## src/rtl/pbs_pkg.sv

```systemverilog
// rtl/pbs_pkg.sv - shared states, winner codes and turn/target encodings for the PBS battle controller
package pbs_pkg;

    typedef enum logic [3:0] {
        ST_IDLE    = 4'd0,
        ST_INIT    = 4'd1,
        ST_P_SEL   = 4'd2,
        ST_P_ACT   = 4'd3,
        ST_P_CALC  = 4'd4,
        ST_P_APPLY = 4'd5,
        ST_P_CHK   = 4'd6,
        ST_A_ACT   = 4'd7,
        ST_A_CALC  = 4'd8,
        ST_A_APPLY = 4'd9,
        ST_A_CHK   = 4'd10,
        ST_OVER    = 4'd11
    } pbs_state_t;

    localparam logic [1:0] WINNER_NONE   = 2'b00;
    localparam logic [1:0] WINNER_PLAYER = 2'b01;
    localparam logic [1:0] WINNER_AI     = 2'b10;
    localparam logic [1:0] WINNER_DRAW   = 2'b11;

    localparam logic TGT_PLAYER  = 1'b0;
    localparam logic TGT_AI      = 1'b1;
    localparam logic ACTR_PLAYER = 1'b0;
    localparam logic ACTR_AI     = 1'b1;

    localparam logic [3:0] HP_INIT = 4'd9;

endpackage

```

## src/rtl/pbs_ctrl_if.sv

```systemverilog
// rtl/pbs_ctrl_if.sv - player move valid/ready handshake between button front end and controller
interface pbs_ctrl_if;
    logic       move_valid;
    logic [1:0] move_in;
    logic       move_ready;

    modport master (output move_valid, output move_in, input move_ready);
    modport slave  (input move_valid, input move_in, output move_ready);
endinterface

```

## src/rtl/pbs_wait_cnt.sv

```systemverilog
// rtl/pbs_wait_cnt.sv - loadable down-counter; done is high while the count sits at zero
module pbs_wait_cnt #(
    parameter int W = 2
) (
    input  logic         clk,
    input  logic         rst,
    input  logic         load,
    input  logic [W-1:0] load_val,
    output logic         done
);

    logic [W-1:0] cnt_q;
    logic [W-1:0] cnt_d;

    always_comb begin
        cnt_d = cnt_q;
        if (load) begin
            cnt_d = load_val;
        end else if (cnt_q != '0) begin
            cnt_d = cnt_q - 1'b1;
        end
    end

    always_ff @(posedge clk) begin
        if (!rst) begin
            cnt_q <= '0;
        end else begin
            cnt_q <= cnt_d;
        end
    end

    assign done = (cnt_q == '0);

endmodule

```

## src/rtl/pbs_ctrl.sv

```systemverilog
// rtl/pbs_ctrl.sv - PBS battle sequencer: player/AI turns, calc/apply phases, winner decision
// Optional draw after MAX_TURNS rounds when PBS_TURN_LIMIT_EN is defined.
module pbs_ctrl
    import pbs_pkg::*;
#(
    parameter int WAIT_CYC  = 2,
    parameter int MAX_TURNS = 15
) (
    input  logic        clk,
    input  logic        rst,
    input  logic        start,
    pbs_ctrl_if.slave   mv,
    input  logic [3:0]  p_hp,
    input  logic [3:0]  AI_hp,
    output logic        dp_rst_n,
    output logic        target,
    output logic [1:0]  p_move,
    output logic        actr,
    output logic        calc_dmg,
    output logic        app_dmg,
    output logic        game_over,
    output logic [1:0]  winner
);

    localparam int CNT_W = $clog2(WAIT_CYC + 1);
    localparam logic [CNT_W-1:0] CNT_LOAD = CNT_W'(WAIT_CYC - 1);

    pbs_state_t state_q, state_d;
    logic [1:0] winner_q, winner_d;
    logic [1:0] p_move_q, p_move_d;
    logic       cnt_load;
    logic       cnt_done;

`ifdef PBS_TURN_LIMIT_EN
    localparam logic [3:0] TURN_LIMIT = 4'(MAX_TURNS);
    logic [3:0] turn_q, turn_d;
`else
    wire unused_max_turns;
    assign unused_max_turns = ^MAX_TURNS;
`endif

    // One counter serves every CALC/APPLY phase; it is reloaded on each phase entry.
    pbs_wait_cnt #(.W(CNT_W)) u_wait (
        .clk      (clk),
        .rst      (rst),
        .load     (cnt_load),
        .load_val (CNT_LOAD),
        .done     (cnt_done)
    );

    always_comb begin
        state_d       = state_q;
        winner_d      = winner_q;
        p_move_d      = p_move_q;
        cnt_load      = 1'b0;
        mv.move_ready = 1'b0;
        dp_rst_n      = 1'b1;
        actr          = ACTR_PLAYER;
        target        = TGT_PLAYER;
        calc_dmg      = 1'b0;
        app_dmg       = 1'b0;
        game_over     = 1'b0;
`ifdef PBS_TURN_LIMIT_EN
        turn_d        = turn_q;
`endif
        unique case (state_q)
            ST_IDLE: begin
                if (start) state_d = ST_INIT;
            end
            ST_INIT: begin
                dp_rst_n = 1'b0;
                winner_d = WINNER_NONE;
`ifdef PBS_TURN_LIMIT_EN
                turn_d   = '0;
`endif
                state_d  = ST_P_SEL;
            end
            ST_P_SEL: begin
                mv.move_ready = 1'b1;
                if (mv.move_valid) begin
                    p_move_d = mv.move_in;
                    state_d  = ST_P_ACT;
                end
            end
            ST_P_ACT, ST_P_CALC, ST_P_APPLY, ST_P_CHK: begin
                actr   = ACTR_PLAYER;
                target = TGT_AI;
                if (state_q == ST_P_ACT) begin
                    cnt_load = 1'b1;
                    state_d  = ST_P_CALC;
                end else if (state_q == ST_P_CALC) begin
                    calc_dmg = 1'b1;
                    if (cnt_done) begin
                        cnt_load = 1'b1;
                        state_d  = ST_P_APPLY;
                    end
                end else if (state_q == ST_P_APPLY) begin
                    app_dmg = 1'b1;
                    if (cnt_done) state_d = ST_P_CHK;
                end else if (AI_hp == 4'd0) begin
                    winner_d = WINNER_PLAYER;
                    state_d  = ST_OVER;
                end else begin
                    state_d = ST_A_ACT;
                end
            end
            ST_A_ACT, ST_A_CALC, ST_A_APPLY, ST_A_CHK: begin
                actr   = ACTR_AI;
                target = TGT_PLAYER;
                if (state_q == ST_A_ACT) begin
                    cnt_load = 1'b1;
                    state_d  = ST_A_CALC;
                end else if (state_q == ST_A_CALC) begin
                    calc_dmg = 1'b1;
                    if (cnt_done) begin
                        cnt_load = 1'b1;
                        state_d  = ST_A_APPLY;
                    end
                end else if (state_q == ST_A_APPLY) begin
                    app_dmg = 1'b1;
                    if (cnt_done) state_d = ST_A_CHK;
                end else if (p_hp == 4'd0) begin
                    winner_d = WINNER_AI;
                    state_d  = ST_OVER;
                end else begin
`ifdef PBS_TURN_LIMIT_EN
                    if (turn_q + 4'd1 == TURN_LIMIT) begin
                        winner_d = WINNER_DRAW;
                        state_d  = ST_OVER;
                    end else begin
                        turn_d  = turn_q + 4'd1;
                        state_d = ST_P_SEL;
                    end
`else
                    state_d = ST_P_SEL;
`endif
                end
            end
            ST_OVER: begin
                game_over = 1'b1;
                if (start) begin
                    winner_d = WINNER_NONE;
                    state_d  = ST_INIT;
                end
            end
            default: state_d = ST_IDLE;
        endcase
    end

    always_ff @(posedge clk) begin
        if (!rst) begin
            state_q  <= ST_IDLE;
            winner_q <= WINNER_NONE;
            p_move_q <= 2'b00;
`ifdef PBS_TURN_LIMIT_EN
            turn_q   <= '0;
`endif
        end else begin
            state_q  <= state_d;
            winner_q <= winner_d;
            p_move_q <= p_move_d;
`ifdef PBS_TURN_LIMIT_EN
            turn_q   <= turn_d;
`endif
        end
    end

    assign winner = winner_q;
    assign p_move = p_move_q;

endmodule

```

## src/flat_wrapper.sv

```systemverilog
// flat-port wrapper written by rule: the top's interface ports become plain ports
module pbs_ctrl_flat import pbs_pkg::*;
#(
    parameter int WAIT_CYC  = 2,
    parameter int MAX_TURNS = 15
)
  (clk, rst, start, p_hp, AI_hp, dp_rst_n, target, p_move, actr, calc_dmg, app_dmg, game_over, winner, mv_move_valid, mv_move_in, mv_move_ready);
  pbs_ctrl_if mv_i ();
  input  logic clk;
  input  logic rst;
  input  logic start;
  input  logic [3:0] p_hp;
  input  logic [3:0] AI_hp;
  output logic dp_rst_n;
  output logic target;
  output logic [1:0] p_move;
  output logic actr;
  output logic calc_dmg;
  output logic app_dmg;
  output logic game_over;
  output logic [1:0] winner;
  input wire logic [$bits(mv_i.move_valid)-1:0] mv_move_valid;
  input wire logic [$bits(mv_i.move_in)-1:0] mv_move_in;
  output wire logic [$bits(mv_i.move_ready)-1:0] mv_move_ready;
  assign mv_i.move_valid = mv_move_valid;
  assign mv_i.move_in = mv_move_in;
  assign mv_move_ready = mv_i.move_ready;
  pbs_ctrl #(.WAIT_CYC(WAIT_CYC), .MAX_TURNS(MAX_TURNS)) u_core (.clk(clk), .rst(rst), .start(start), .mv(mv_i), .p_hp(p_hp), .AI_hp(AI_hp), .dp_rst_n(dp_rst_n), .target(target), .p_move(p_move), .actr(actr), .calc_dmg(calc_dmg), .app_dmg(app_dmg), .game_over(game_over), .winner(winner));
endmodule
```

## config.mk

```make
export PLATFORM = sky130hd
export DESIGN_NAME = pbs_ctrl_flat
export DESIGN_NICKNAME = d
export VERILOG_FILES = /design/src/rtl/pbs_pkg.sv /design/src/rtl/pbs_ctrl_if.sv /design/src/rtl/pbs_wait_cnt.sv /design/src/rtl/pbs_ctrl.sv /design/src/flat_wrapper.sv
export SDC_FILE = /design/constraint.sdc
export NUM_CORES = 1
export LEC_CHECK = 0
export ABC_AREA = 0
export ABC_CLOCK_PERIOD_IN_PS = 1700
export CAP_MARGIN = 5
export CORE_ASPECT_RATIO = 1.1
export CORE_UTILIZATION = 43
export CTS_CLUSTER_SIZE = 30
export DETAILED_ROUTE_END_ITERATION = 12
export PLACE_DENSITY_LB_ADDON = 0.15
export SLEW_MARGIN = 20
export SYNTH_ARGS = -nofsm -noshare
export SYNTH_HDL_FRONTEND = slang
export SYNTH_SLANG_ARGS = --single-unit
```

## constraint.sdc

```tcl
create_clock -name clk -period 1.7 [get_ports clk]
set_input_delay 0.255 -clock clk [delete_from_list [all_inputs] [get_ports clk]]
set_output_delay 0.255 -clock clk [all_outputs]
set_load 0.02 [all_outputs]
```

==> results.cfg, run 1 <==
[final_layout]
syn2layout_area_growth_pct = 52.6
utilization = 0.739
nets = 145
stdcell_count = 145
n_antenna_cell = 0
layout-drive-gt1-share = 0.295
fin_area_sq_mm = 0.00107

[route]
drt-pass1-iter-count = 4
ant_nets = 0
drt_wl_total_um = 1870
drtIter0Drc = 22
drc = 0
wl_per_cell_um = 12.9
via_per_inst = 5.66
vias = 820

[placed_design]
place_inst = 141
gp_congestion = 0.808
post_dp_cell_area_sq_mm = 0.00105
buffer_ports.inserted = 24
dp_hpwl_um = 1450

[pwr]
p_total_mw = 1.49
p_per_area_mw_per_mm2 = 1380
ir_worst_vdd_mv = 0.665
power.leakage_nw = 0.435

[logic_synthesis]
synth_nets = 106
synth_top_area_cell = dfxtp_1
synth-seq-cells = 10
synth_area_per_cell_sq_um = 7.74
yosys.area.top_type_share = 0.284
netlist_area_sq_um = 704
ys_types = 39
yosysSeqAreaShare = 0.284
synthTopCellsByArea = dfxtp_1 (28%), o21ai_0 (5.7%), nand2_1 (5.3%), a21oi_1 (4.3%), a21boi_0 (4.3%)
syn_inst = 91
ys_warn_count = 0

[clock_network]
h-tree-depth = 1
clock-root-buffer = clkbuf_4
clock_latency_ns = 0.27
post-cts-setup-buffers = 0
cts_max_path_buffers = 2
cts.sinks = 10
cts_tree = built
numCtsBuffers = 3
worst_setup_hold_path_clk_slew_ns = 0.07

[global_routing]
grt_max_degree = 12
grt_pass1_vias = 768
grt_overflow = 0
antenna_found_initial = 0
grt_pass1_wl_um = 3080
grt_usage = 0.244

[sta]
min_period_over_period = 0.963
grt_setup_unrepaired = no
drv_slew = 0
setup_tns_ns = 0
setup_viol = 0
fin_crit_ns = 1.64
relSlewSlack = 0.752
hold_viol = 0
fmax_mhz = 611
fin_skew_ns = 0.00335
worst_pin_slew_ns = 0.371

[status]
outcome = completed

[floorplan]
io_pins = 25
die_y_um = 44.5
die_area_sq_mm = 0.00180
fp.dieW_um = 40.6
num_rows = 14
core_area_sq_mm = 0.00145
initial_core_util = 0.485

[setup_path]
worstSetupStartpointType = flop
crit_start = u_core.state_q[3]
crit_fanout = 9
critPathKind = reg2out
r2r_cells = 7
endpoint_kind = output port
r2r_slack_ns = 0.23
required_ns = 1.44
critical_path.reg2reg.startpoint = u_core.state_q[3]
r2r_end = u_core.state_q[0]
critPathArrivalTime_ns = 1.38

[hold_path]
min_path_type = reg2reg
timing.hold.worst_path_depth = 2
hold_start = u_core.p_move[0]
min_to = u_core.p_move[0]

[job]
cap_violations = 0
sequential cells by signal, indices dropped and copies added, names as in the netlist:
name,cells
u_core.state_q,4
u_core.p_move,2
u_core.u_wait.cnt_q,2
u_core.winner,2
metrics by stage:
stage	setup WS [ns]	hold slack, ns
floorplan	0.150	0.411
global placement	-0.0497	0.454
detailed placement	-0.0881	0.464
CTS	0.0116	0.474
global route	0.000252	0.525
finish	0.0633	0.475
logic make-up (layout without fill, tap and decap cells):
| group | count (synthesis) | count (layout) | share of synthesized area |
|---|---|---|---|
| compound gates | 30 | 30 | 0.277 |
| xor+xnor | 3 | 3 | 0.0373 |
| fa+ha+maj | 1 | 1 | 0.0178 |
| buf+inv | 11 | 49 | 0.0781 |
| flops | 10 | 10 | 0.284 |
| mux | 2 | 2 | 0.0302 |
| simple gates | 34 | 34 | 0.275 |
repair_timing:
item	in CTS	in global routing
hold buffers	0	0
gates cloned	0	0
pin swaps	0	0
setup endpoints to repair	7	6
gates resized for setup	12	15
synthesized netlist by cell type:
cell type and instances:
o22ai_1 1, a21oi_1 6, a31oi_1 1, mux2_2 1, dfxtp_1 10, and3_1 2
nor3_1 3, clkbuf_1 2, mux2i_1 1, o211ai_1 1, nor4b_2 1, o22a_1 1
o21ai_0 8, buf_2 2, or4_4 1, nor2b_1 2, buf_6 1, o21a_1 1
buf_4 1, a21boi_1 1, a22o_2 1, nor3_2 1, a21boi_0 4, xor2_1 1
inv_2 1, nor2_1 6, o21ai_2 1, nor3b_2 2, inv_1 4, or3_1 1
o31ai_1 1, o221ai_1 1, nor4_1 1, ha_1 1, a22oi_1 1, nand3_1 4
nand2_1 10, xnor2_1 2, a32oi_1 1
where the power goes:
group / internal [mW] / switching, mW / total [mW]
registers: 0.302 / 0.0536 / 0.356
clock network: 0.130 / 0.0922 / 0.222
logic: 0.440 / 0.470 / 0.910
per-layer routing:
layer	wire length [um]	vias up	track usage
met5	0	-	0
met4	10	0	0.0800
met3	74	2	0.0452
met2	930	23	0.432
met1	855	388	0.280
li1	-	407	-
critical path: stages, from the launching register on:
cell and delay, ns:
dfxtp_2 0.42, buf_4 0.14, inv_2 0.03, nor3_1 0.17, dlygate4sd2_1 0.35
cells in the final DEF, fill, tap and decap left out, types with 2 or more instances in the layout:
cell              n
nor2b_1           2
nand3_1           4
dfxtp_1           7
inv_1             4
clkbuf_4          3
dfxtp_2           3
nor2_1            6
buf_4            15
clkdlybuf4s50_1  17
a21boi_0          4
nand2_1           9
xnor2_1           2
clkbuf_2          5
and3_1            2
a21oi_1           6
nor3_1            3
o21ai_0           8
how the worst max path moves through the flow:
stage,endpoint,cells after the start,slack (ns)
after floorplan,u_core.u_wait.cnt_q[1],5,0.15
after global placement,u_core.winner[1],6,-0.05
after detailed placement,u_core.winner[0],6,-0.09
after CTS,mv_move_ready,3,0.01
after global routing,game_over,4,0.0003
final,game_over,4,0.06
layout make-up:
| type | count | area [sq um] |
|---|---|---|
| Clock buffer | 4 | 36.3 |
| Fill cell | 125 | 379 |
| Inverter | 5 | 18.8 |
| Multi-Input combinational cell | 70 | 458 |
| Sequential cell | 10 | 204 |
| Tap cell | 16 | 20.0 |
| Timing Repair Buffer | 40 | 338 |
No activity file was read; power rests on OpenSTA's default activity.
==> run 2, diff against run 1 <==
- CORE_ASPECT_RATIO: 1.1 -> unset
==> results.cfg, run 2 (synthesis gave the netlist of run 1 again) <==
[job]
cap_violations = 0

[setup_path]
required_ns = 1.44
crit_start = u_core.state_q[0]
endpoint_kind = output port
critPathKind = reg2out
critPathArrivalTime_ns = 1.41
r2r_slack_ns = 0.22
worstSetupStartpointType = flop
critical_path.reg2reg.startpoint = u_core.state_q[0]
crit_fanout = 8
r2r_cells = 6
r2r_end = u_core.state_q[0]

[floorplan]
num_rows = 14
core_area_sq_mm = 0.00152
die_area_sq_mm = 0.00180
fp.dieW_um = 42.5
initial_core_util = 0.462
die_y_um = 42.5
io_pins = 25

[sta]
hold_viol = 0
setup_tns_ns = 0
grt_setup_unrepaired = no
fmax_mhz = 600
relSlewSlack = 0.754
fin_crit_ns = 1.67
setup_viol = 0
min_period_over_period = 0.980
fin_skew_ns = 0.00940
worst_pin_slew_ns = 0.368
drv_slew = 0

[hold_path]
min_to = u_core.p_move[0]
min_path_type = reg2reg
timing.hold.worst_path_depth = 2
hold_start = u_core.p_move[0]

[status]
outcome = completed

[final_layout]
layout_common_cells = clkdlybuf4s50_1 (17), buf_4 (14), nand2_1 (9)
utilization = 0.729
largest_register_ff_count = 4
layout-drive-gt1-share = 0.271
nets = 145
final_common_cell = clkdlybuf4s50_1
n_antenna_cell = 0
regMostFlops = u_core.state_q
fill_cells = 130
syn2layout_area_growth_pct = 57.7

[pwr]
p_per_area_mw_per_mm2 = 1390
power.leakage_nw = 0.437
ir_worst_vdd_mv = 0.886

[global_routing]
met2_usage = 0.360
grt_util_met1 = 0.278
grt_busiest_layer = met2
grt_pass1_vias = 728
grt_overflow = 0
antenna_found_initial = 0
grt_max_degree = 13
use_met3 = 0.0560
grt_pass1_wl_um = 3050
grt_usage = 0.223

[clock_network]
clock-root-buffer = clkbuf_4
post-cts-setup-buffers = 0
cts_tree = built
clock_latency_ns = 0.28
cts.sinks = 10
cts_max_path_buffers = 2
numCtsBuffers = 3
worst_setup_hold_path_clk_slew_ns = 0.08
h-tree-depth = 1

[route]
drt_wl_total_um = 1870
wl_per_cell_um = 12.9
drc = 0
ant_nets = 0
drt-pass1-iter-count = 4
drtIter0Drc = 30
vias = 809
via_per_inst = 5.58

[placed_design]
gp_congestion = 0.811
dp_hpwl_um = 1460
buffer_ports.inserted = 24
-- run 2: how the worst max path moves through the flow --
| stage | end | slack (ns) | cells after the start |
|---|---|---|---|
| 6_report | calc_dmg | 0.03 | 3 |
| 3_3_place_gp | u_core.winner[0] | -0.05 | 6 |
| 5_1_grt | actr | 0.001 | 3 |
| 3_5_place_dp | target | -0.1 | 4 |
| 4_1_cts | dp_rst_n | 0.0008 | 4 |
| 2_1_floorplan | u_core.u_wait.cnt_q[1] | 0.15 | 5 |
-- run 2: repair_timing --
action                     CTS  global route
setup endpoints to repair    7             6
resized for setup           17             6
gates cloned                 0             0
hold buffers                 0             0
-- run 2: layout make-up --
cell class | count | area (sq um) | area share
inverter | 5 | 18.8 | 0.0169
multi-input combinational | 70 | 458 | 0.412
clock buffer | 4 | 36.3 | 0.0327
timing repair buffer | 40 | 372 | 0.334
tap | 16 | 20.0 | 0.0180
sequential | 10 | 206 | 0.186
-- run 2: critical path, cell delays in order (launching register included) --
cell           delay (ns)
dfxtp_4              0.37
buf_12               0.13
nor3_1               0.25
dlygate4sd2_1        0.37
-- run 2: power by group --
group | internal, mW | switching [mW] | leakage [nW]
Clock | 0.130 | 0.0977 | 0.0210
Sequential | 0.307 | 0.0643 | 0.0833
Combinational | 0.472 | 0.473 | 0.333
-- run 2: metrics by stage --
stage	std cells	area, sq um	hold WS (ns)	worst slack, ns	power, mW
after floorplan	91	704	0.411	0.150	0.935
after global placement	141	1060	0.454	-0.0509	1.27
after detailed placement	141	1060	0.460	-0.0984	1.30
after CTS	145	1110	0.470	0.000834	1.53
after global routing	145	1110	0.507	0.00145	1.64
final	145	1110	0.463	0.0341	1.54
-- run 2: layer usage --
layer,vias up,share of wire
met5,-,0
met1,372,0.45
met2,28,0.47
li1,405,-
met4,0,0.017
met3,4,0.065
